File: config.mk
export PLATFORM = sky130hd
export DESIGN_NAME = mux_arbiter
export DESIGN_NICKNAME = d
export VERILOG_FILES = /design/src/rtl/mux_arbiter.sv
export SDC_FILE = /design/constraint.sdc
export NUM_CORES = 1
export LEC_CHECK = 0
export CAP_MARGIN = 25
export CORE_MARGIN = 8
export CORE_UTILIZATION = 36
export CTS_BUF_LIST = sky130_fd_sc_hd__clkbuf_4
export CTS_CLUSTER_DIAMETER = 50
export DETAILED_ROUTE_END_ITERATION = 8
export GPL_ROUTABILITY_DRIVEN = 0
export PLACE_DENSITY = 0.91
export SKIP_LAST_GASP = 1
export SLEW_MARGIN = 20
export SYNTH_ARGS = -nofsm -noshare
export SYNTH_HDL_FRONTEND = slang
export SYNTH_SLANG_ARGS = --single-unit
File: constraint.sdc
create_clock -name CLK -period 2.25 [get_ports CLK]
set_input_delay 0.225 -clock CLK [delete_from_list [all_inputs] [get_ports CLK]]
set_output_delay 0.225 -clock CLK [all_outputs]
set_load 0.005 [all_outputs]
File: src/rtl/mux_arbiter.sv
// ============================================================================
//  Module   : mux_arbiter
//  Purpose  : Two-requester arbiter sharing one WIDTH-bit data path between
//             requester A and requester B. A registered grant state machine
//             owns the 2:1 word selector. Ties are resolved round-robin and
//             a hold limit stops a contended owner from starving the other.
//  Ports    : CLK            clock, all state changes on the rising edge
//             RESET          synchronous, active-high reset
//             REQ_A, REQ_B   requests, held high for the whole transfer
//             A, B           requester data words
//             GNT_A, GNT_B   registered grants (never both high)
//             SEL            registered select, 0 = A, 1 = B
//             OUT            SEL ? B : A (combinational from SEL)
//             VALID          GNT_A | GNT_B, OUT carries owned data
//  Revision : 1.0  initial release
// ============================================================================
`default_nettype none

module mux_arbiter #(
  parameter int WIDTH    = 16,
  parameter int MAX_HOLD = 8
) (
  input  logic             CLK,
  input  logic             RESET,
  input  logic             REQ_A,
  input  logic             REQ_B,
  input  logic [WIDTH-1:0] A,
  input  logic [WIDTH-1:0] B,
  output logic             GNT_A,
  output logic             GNT_B,
  output logic             SEL,
  output logic [WIDTH-1:0] OUT,
  output logic             VALID
);

  // Hold counter must represent 0..MAX_HOLD; keep at least one bit so the
  // unlimited (MAX_HOLD = 0) build still has a legal vector.
  localparam int CNT_W = (MAX_HOLD > 0) ? $clog2(MAX_HOLD + 1) : 1;

  localparam logic [CNT_W-1:0] c_HOLD_MAX  = CNT_W'(MAX_HOLD);
  localparam logic [CNT_W-1:0] c_HOLD_LAST = CNT_W'((MAX_HOLD > 0) ? (MAX_HOLD - 1) : 0);

  // r_last encoding: which side was served most recently
  localparam logic c_SIDE_A = 1'b0;
  localparam logic c_SIDE_B = 1'b1;

  typedef enum logic [1:0] {
    S_IDLE  = 2'd0,
    S_OWN_A = 2'd1,
    S_OWN_B = 2'd2
  } state_t;

  state_t           r_state;
  logic             r_last;
  logic [CNT_W-1:0] r_hold_cnt;
  logic             r_gnt_a;
  logic             r_gnt_b;
  logic             r_sel;

  // The current owner has used up its allowance: this is its last cycle if
  // the other side is still waiting.
  logic w_hold_expired;
  logic [CNT_W-1:0] w_hold_next;

  assign w_hold_expired = (MAX_HOLD != 0) && (r_hold_cnt == c_HOLD_LAST);
  assign w_hold_next    = (r_hold_cnt == c_HOLD_MAX) ? r_hold_cnt : r_hold_cnt + 1'b1;

  always_ff @(posedge CLK) begin
    if (RESET) begin
      r_state    <= S_IDLE;
      r_last     <= c_SIDE_B;   // A wins the first tie
      r_hold_cnt <= '0;
      r_gnt_a    <= 1'b0;
      r_gnt_b    <= 1'b0;
      r_sel      <= 1'b0;
    end else begin
      case (r_state)
        S_IDLE: begin
          // SEL is left untouched while idle so OUT keeps showing the
          // most recently selected side.
          if (REQ_A && (!REQ_B || r_last == c_SIDE_B)) begin
            r_state    <= S_OWN_A;
            r_gnt_a    <= 1'b1;
            r_gnt_b    <= 1'b0;
            r_sel      <= 1'b0;
            r_hold_cnt <= '0;
          end else if (REQ_B) begin
            r_state    <= S_OWN_B;
            r_gnt_a    <= 1'b0;
            r_gnt_b    <= 1'b1;
            r_sel      <= 1'b1;
            r_hold_cnt <= '0;
          end
        end

        S_OWN_A: begin
          if (!REQ_A || (REQ_B && w_hold_expired)) begin
            r_last <= c_SIDE_A;
            if (REQ_B) begin
              // Direct handoff, no idle bubble between owners
              r_state    <= S_OWN_B;
              r_gnt_a    <= 1'b0;
              r_gnt_b    <= 1'b1;
              r_sel      <= 1'b1;
              r_hold_cnt <= '0;
            end else begin
              r_state    <= S_IDLE;
              r_gnt_a    <= 1'b0;
              r_gnt_b    <= 1'b0;
              r_hold_cnt <= '0;
            end
          end else begin
            r_hold_cnt <= w_hold_next;
          end
        end

        S_OWN_B: begin
          if (!REQ_B || (REQ_A && w_hold_expired)) begin
            r_last <= c_SIDE_B;
            if (REQ_A) begin
              r_state    <= S_OWN_A;
              r_gnt_a    <= 1'b1;
              r_gnt_b    <= 1'b0;
              r_sel      <= 1'b0;
              r_hold_cnt <= '0;
            end else begin
              r_state    <= S_IDLE;
              r_gnt_a    <= 1'b0;
              r_gnt_b    <= 1'b0;
              r_hold_cnt <= '0;
            end
          end else begin
            r_hold_cnt <= w_hold_next;
          end
        end

        default: begin
          r_state    <= S_IDLE;
          r_gnt_a    <= 1'b0;
          r_gnt_b    <= 1'b0;
          r_hold_cnt <= '0;
        end
      endcase
    end
  end

  assign GNT_A = r_gnt_a;
  assign GNT_B = r_gnt_b;
  assign SEL   = r_sel;
  assign VALID = r_gnt_a | r_gnt_b;
  assign OUT   = r_sel ? B : A;

endmodule

`default_nettype wire

== Word-level counts from Yosys, hierarchy flattened ==
Index checks and enable logic that the tools add are counted.

* $add $sub $neg: 1
* Equality and inequality tests: 8
* Mux-type cells: 34
* Bitwise logic cells: 1
* Reduce and logical (&&, ||, !) cells: 14

{| class="wikitable"
|+ Operators by type and width
! kind !! count
|-
| two-way mux 4 bit || 5
|-
| two-way mux 1 bit || 17
|-
| two-way mux 16 bit || 1
|-
| case mux 4 bit (3 select lines) || 1
|-
| two-way mux 2 bit || 5
|-
| case mux 1 bit (3 select lines) || 3
|-
| inequality test 2 bit, second input constant || 3
|-
| case mux 2 bit (3 select lines) || 1
|-
| AND reduction 3 bit || 2
|-
| adder 4 x 1 -> 4 bit, second input constant || 1
|-
| equality test 4 x 3 -> 1 bit, second input constant || 1
|-
| equality test 4 bit, second input constant || 1
|-
| AND reduction 4 bit || 1
|-
| logical AND 1 bit || 3
|-
| logical OR 1 bit || 3
|-
| inequality test 3 bit, second input constant || 1
|-
| nonzero test 3 bit || 1
|-
| equality test 2 x 1 -> 1 bit, second input constant || 1
|-
| equality test 2 bit, second input constant || 1
|-
| logical NOT 1 bit || 2
|-
| logical NOT 2 bit || 1
|-
| case mux 1 bit (2 select lines) || 1
|-
| nonzero test 2 bit || 1
|-
| OR 1 bit || 1
|}

* Flip-flop bits (word level): 10
* Output and inout bits: 20
* Word-level logic and storage cells: 64

== Logic depth before layout (Yosys ltp) ==
* Word-level depth: 5
* Depth in mapped cells: 6
* Mapped depth without buffers: 6

== Least setup slack after synthesis ==
Ideal clock, no wire load.

* Path kind: register to register
* Start: register r_state[0]
* End: register r_gnt_a, in the netlist GNT_A
* Library setup time: 57 ps
* Data arrival time: 1683 ps
* Required time: 2193 ps
* Path slack: 510 ps
* Cell stages (with the launch flop): 7
* Buffers on the path: 0
* Clock period less this slack: 1740 ps
* Cell sequence: dfxtp_1 inv_1 ha_1 a22o_2 o21a_1 or4_4 a21bo_1

* Longest elaborated chain between the ends: 3
* Elaborated cells on any way between the ends: 8
* Classes of those cells: eq/ne: 5; mux: 1; reduce/logical: 2

{| class="wikitable"
|+ RTL lines
! what !! line !! source
|-
| start: declaration || 53 || <nowiki>state_t r_state;</nowiki>
|-
| start signal: assignment || 70 || <nowiki>r_state <= S_IDLE;</nowiki>
|-
| start signal: assignment || 82 || <nowiki>r_state <= S_OWN_A;</nowiki>
|-
| start signal: assignment || 88 || <nowiki>r_state <= S_OWN_B;</nowiki>
|-
| equality test 2 bit, or another cell as far along || 77 || <nowiki>case (r_state)</nowiki>
|-
| inequality test 2 bit (no source line) / inequality test 3 bit (equally long branches) || - ||
|-
| AND reduction 3 bit (no source line) || - ||
|-
| end signal: assignment || 73 || <nowiki>r_gnt_a <= 1'b0;</nowiki>
|-
| end signal: assignment || 83 || <nowiki>r_gnt_a <= 1'b1;</nowiki>
|-
| end signal: assignment || 89 || <nowiki>r_gnt_a <= 1'b0;</nowiki>
|-
| end: declaration || 56 || <nowiki>logic r_gnt_a;</nowiki>
|}

Several ways; a longest one is shown, not always the timed one.
A chain may end at the register's enable or synchronous reset.

== Final worst setup path ==
* Start: register r_sel, in the netlist SEL
* End: output port OUT[3]

* Longest elaborated chain between the ends: 1

{| class="wikitable"
|+ RTL lines
! what !! line !! source
|-
| start: declaration || 58 || <nowiki>logic r_sel;</nowiki>
|-
| start signal: assignment || 75 || <nowiki>r_sel <= 1'b0;</nowiki>
|-
| start signal: assignment || 85 || <nowiki>r_sel <= 1'b0;</nowiki>
|-
| start signal: assignment || 91 || <nowiki>r_sel <= 1'b1;</nowiki>
|-
| two-way mux 16 bit || 151 || <nowiki>assign OUT = r_sel ? B : A;</nowiki>
|-
| end: declaration || 32 || <nowiki>output logic [WIDTH-1:0] OUT,</nowiki>
|}

Every way passes these cells.

==> flow_summary.yaml <==
status:
  run_status: "complete, no violations"
clock_network:
  hold_buffers: 0
  clk_latency_ps: 270
  cts_num_sinks: 10
  clk_pin_slew_ps: 70
  cts-root-buf: "clkbuf_4"
  cts_resized: 0
  numCtsBuffers: 3
  cts_tree: "yes"
  clk_path_buf_depth: 2
  htree_levels: 1
  post_cts_buffers: 0
setup_path:
  crit-reg2reg-launch: "r_state[0]"
  start_kind: "register"
  cpMaxStageDelayCell: "clkdlybuf4s50_1"
  path_buf_inv: 2
  reg2reg_to: "GNT_A"
  arrival_ps: 1720
  cp_top_family: "buffers and inverters"
  worstSetupPathType: "reg -> out"
  reg2reg_slack_ps: 340
  path_max_fanout: 17
  critPathRequiredTime_ps: 2030
  worst_r2r_path_depth: 6
  cp_num_cells: 3
  crit_path_cell_trace: "buf_4 -> mux2_2 -> clkdlybuf4s50_1"
  critical_path.max_stage_delay_ps: 470
  end_kind: "output port"
yosys:
  syn_area_um2: 808
  ys_seq_area_share_pct: 24.8
  ys_warn_count: 0
  synth.avg_cell_area_um2: 8.98
  yosysMostFrequentCell: "mux2_2"
  ys_types: 34
  yosysTopAreaCell: "dfxtp_1"
  synth_common_cells: "mux2_2 (16), dfxtp_1 (10), inv_1 (7), nand2_1 (7), ha_1 (6)"
  synth_ff_type: "dfxtp_1"
  syn-num-nets: 132
  netlist_instances: 90
  synth_area_leaders: "dfxtp_1 (25%), mux2_2 (22%), ha_1 (9.3%)"
  synth_edf_count: 0
  async_reset_ff_share_pct: 0
  synth_top_cell_area_share_pct: 24.8
  yosys_register_bits: 10
routing:
  vias: 975
  post-route-drc-count: 0
  routed_wl_mm: 3.16
  wl_per_cell_um: 18.0
  ant_nets: 0
  via_per_inst: 5.54
  drtIter0Drc: 35
  dr.pass1.iters: 4
grt:
  grt_pass1_wl_mm: 4.98
  grtUsageTotal_pct: 15.2
  antenna_found_initial: 0
  grt_pass1_vias: 929
  grt_max_degree: 18
  overflow: 0
min_path:
  hold_depth: 1
  hold_start: "GNT_A"
  holdPathEnd: "GNT_A"
  min_path_type: "reg -> reg"
floorplanning:
  std_cell_rows: 17
  pin_count: 56
  core_area_um2: 2170
  dieArea_um2: 4020
  die_width_um: 63.4
  start_util_pct: 37.3
  fp.dieH_um: 63.4
power_and_ir_drop:
  leakage_nw: 0.536
  ir_worst_vdd_mv: 0.377
  p_per_area_nw_per_um2: 646
timing:
  worst_slew_pin_slew_ps: 625
  hold_viol_final: 0
  fin_ws_ps: 304
  post-route-period-util_pct: 86.5
  tns_ps: 0
  relSlewSlack_pct: 57.9
  rsz0062_at_grt: "false"
  min_period_ps: 1950
  clock-skew-final_ps: 8.75
  slew_viol_final: 0
  finalSetupViolations: 0
  fmax_mhz: 514
flow_run:
  drv_cap: 0
layout:
  post_route_cells_drive_above_1_share_pct: 18.2
  fillers: 180
  layout.nets: 191
  final_util_pct: 65.6
  diodes: 0
  area_growth_pct: 76.2
placed_design:
  place_hpwl_mm: 2.67
  dp_slack_ps: 241
  port-buffer-count: 55
[layout by cell type, fill, tap and decap left out, types with 2 or more instances in the layout]
| cell type | n |
|---|---|
| ha_1 | 6 |
| nand4_1 | 3 |
| nand2_1 | 7 |
| dfxtp_1 | 10 |
| clkdlybuf4s50_1 | 55 |
| nor2b_1 | 2 |
| a21oi_1 | 5 |
| clkbuf_4 | 3 |
| inv_1 | 7 |
| buf_4 | 2 |
| o21ai_0 | 4 |
| mux2_2 | 16 |
| o211ai_1 | 2 |
| or4_1 | 2 |
| a31oi_1 | 2 |
| a31o_2 | 2 |
[flip-flops by register name, indices dropped and copies added, names as in the netlist]
signal	count
r_hold_cnt	4
r_state	2
GNT_A	1
GNT_B	1
SEL	1
r_last	1
[layer usage]
metal | up-vias | part of all wire (%) | routed length (µm) | GRT usage, %
li1 | 457 | - | - | -
met1 | 439 | 44 | 1380 | 17.3
met2 | 70 | 44 | 1410 | 25.9
met3 | 9 | 11 | 342 | 6.71
met4 | 0 | 0.89 | 28 | 2.51
met5 | - | 0 | 0 | 0
[final cells by class]
type                            count  area (µm²)  area share, %
Tap cell                           28        35.0           2.46
Timing Repair Buffer               57         566           39.7
Clock inverter                      1        3.75          0.264
Sequential cell                    10         200           14.1
Inverter                            7        26.3           1.85
Clock buffer                        3        22.5           1.58
Multi-Input combinational cell     70         571           40.1
[through the flow]
step / cell area, µm² / instances / total power [mW] / hold WS [ps]
global route: 1420 / 176 / 0.978 / 499
floorplan: 808 / 90 / 0.511 / 463
finish: 1420 / 176 / 0.919 / 484
global placement: 1400 / 172 / 0.778 / 471
detailed placement: 1400 / 172 / 0.795 / 474
CTS: 1420 / 176 / 0.923 / 490
[power by group]
| part | switching (mW) | internal [mW] | leakage, nW | total, mW |
|---|---|---|---|---|
| clock | 0.0604 | 0.0640 | 0.0154 | 0.124 |
| sequential | 0.0290 | 0.207 | 0.0817 | 0.236 |
| combinational | 0.221 | 0.337 | 0.439 | 0.559 |
| total | 0.311 | 0.609 | 0.536 | 0.919 |
[worst reg2reg max path, stage by stage, from the launching register on]
cell and delay [ps]:
dfxtp_1 400, inv_1 90, ha_1 250, a22o_2 280, o21a_1 160, or4_4 500, a21bo_1 180
[worst max-delay path by stage]
| stage | slack (ps) | end | from |
|---|---|---|---|
| 6_report | 300 | OUT[3] | SEL |
| 5_1_grt | 240 | OUT[3] | SEL |
| 4_1_cts | 280 | OUT[3] | SEL |
| 3_5_place_dp | 240 | GNT_A | REQ_B |
| 3_3_place_gp | 310 | r_last | REQ_B |
| 2_1_floorplan | 510 | GNT_A | r_state[0] |
[kinds of logic (layout without fill, tap and decap cells)]
family / Yosys count / in the layout / share of synthesized area [%]
AOI/OAI and AO/OA: 25 / 25 / 22.0
and+or+nand+nor: 23 / 23 / 17.0
adders and majority gates: 6 / 6 / 9.29
buffers and inverters: 10 / 68 / 4.64
muxes: 16 / 16 / 22.3
DFF: 10 / 10 / 24.8
Power figures use the tool's default switching activity.
==> RTL change, RTL diff (config.mk and constraints unchanged) <==
Set the parameter `MAX_HOLD` to 4 (it was 8).
--- a/src/rtl/mux_arbiter.sv
+++ b/src/rtl/mux_arbiter.sv
@@ -18,7 +18,7 @@
 
 module mux_arbiter #(
   parameter int WIDTH    = 16,
-  parameter int MAX_HOLD = 8
+  parameter int MAX_HOLD = 4
 ) (
   input  logic             CLK,
   input  logic             RESET,
Function: changed (a bounded check fails within 10 cycles, from zero or initial values and one cycle with RESET high).
==> RTL change against the original RTL <==
- synthesized area increased by 7.6%
- wire length decreased by 5.5%
- register-to-register slack improved by 0.20 ns
- global-route usage decreased by 1.5 points
- worst setup slack improved by 0.064 ns
- final area increased by 2.7%
- clock skew increased by 0.00051 ns
- first-iteration DRC count increased by 51%
- sequential cell count decreased by 1
- total power increased by 4.0%
- critical path depth unchanged
- critical path type unchanged
- cell count increased by 1.7%
- largest cell class unchanged
- critical endpoint is now OUT[9]
- combinational power increased by 8.8%
- largest power group unchanged
==> RTL change: results (changes against the original RTL) <==
Power and ir drop
  – Worst VDD drop: 556 uV (+47%)

Logic synthesis
  – Synth top area cells: dfxtp_1 21%, mux2_2 21%, ha_1 10%
  – Post-Synth Adder-Cell Area: 10.1% (+0.78 points)
  – Distinct cells, synth: 43 (+26%)
  – Syn nets: 137 (+3.8%)
  – Top cells by count, synth: 16 x mux2_2, 9 x dfxtp_1, 8 x inv_1
  – Synth Area in Compound Gates: 23.5% (+1.5 points)
  – Synth Instances: 94 (+4.4%)
  – Post-synthesis mux area share: 21.9% (-0.42 points)
  – Seq/Total Area, Yosys: 20.7% (-4.0 points)

Route
  – WL final: 2.99 mm (-5.5%)
  – Vias: 942 (-3.4%)
  – DR vias/cell: 5.26 (-5.0%)
  – Initial DRC count: 53 (+51%)
  – Met2 routed WL: 1.22 mm (-14%)
  – Wl on met1: 1.41 mm (+2.0%)
  – Met3 wire len: 314 um (-8.2%)

Setup path
  – Critical path arrival: 1.66 ns (-0.06 ns)
  – Crit path capture: OUT[9]
  – Flop-to-flop setup slack: 0.54 ns (+0.20 ns)

Timing
  – Clock skew: 0.00925 ns (+0.000506 ns)
  – Peak Freq: 0.531 GHz (+3.4%)
  – Min Hold Slack: 0.475 ns (-0.00912 ns)
  – Worst-Margin Slew: 0.460 ns (-0.165 ns)

Placement
  – Placed cell area: 1430 sq um (+2.5%)
  – Post-Place Worst Slack: 0.295 ns (+0.0543 ns)
  – DP Wirelength: 2.51 mm (-6.2%)
  – Placed cell count: 175 (+1.7%)

Final layout
  – Layout cells sized above 1: 18.1% (-0.12 points)
  – Nets: 193 (+1.0%)
  – Biggest registers after layout: r_hold_cnt: 3 flops, r_state: 2 flops

Worst hold path
  – Hold depth: 2 (+1)
  – Hold wc startpoint: SEL

Global route
  – GR Util met1: 16.8% (-0.44 points)
  – Met2 GRT Util: 22.1% (-3.7 points)
  – Vias in the first global route: 926 (-0.32%)

Outcome
  – Status: completed
RTL change: changes by cell type in the layout (fill, tap and decap cells not counted), moves of 2 or more:
| cell | change |
|---|---|
| nand2b_1 | +2 |
| and2_1 | +2 |
| o31ai_1 | +2 |
| nor2_1 | +4 |
| a21oi_1 | -3 |
| o21ai_0 | -3 |
| a21o_1 | +2 |
| or4_1 | -2 |
| a31o_2 | -2 |
| nand2_1 | -3 |
RTL change: report_power, final:
| part | internal [mW] | total [mW] | switching [mW] |
|---|---|---|---|
| clock | 0.0804 | 0.139 | 0.0587 |
| combinational | 0.365 | 0.608 | 0.243 |
| sequential | 0.188 | 0.209 | 0.0211 |
| total | 0.634 | 0.956 | 0.322 |
RTL change: layout make-up:
| type | count | area [sq um] |
|---|---|---|
| Fill cell | 217 | 925 |
| Multi-Input combinational cell | 72 | 627 |
| Timing Repair Buffer | 56 | 558 |
| Sequential cell | 9 | 180 |
| Tap cell | 30 | 37.5 |
| Clock buffer | 4 | 30.0 |
| Inverter | 8 | 30.0 |
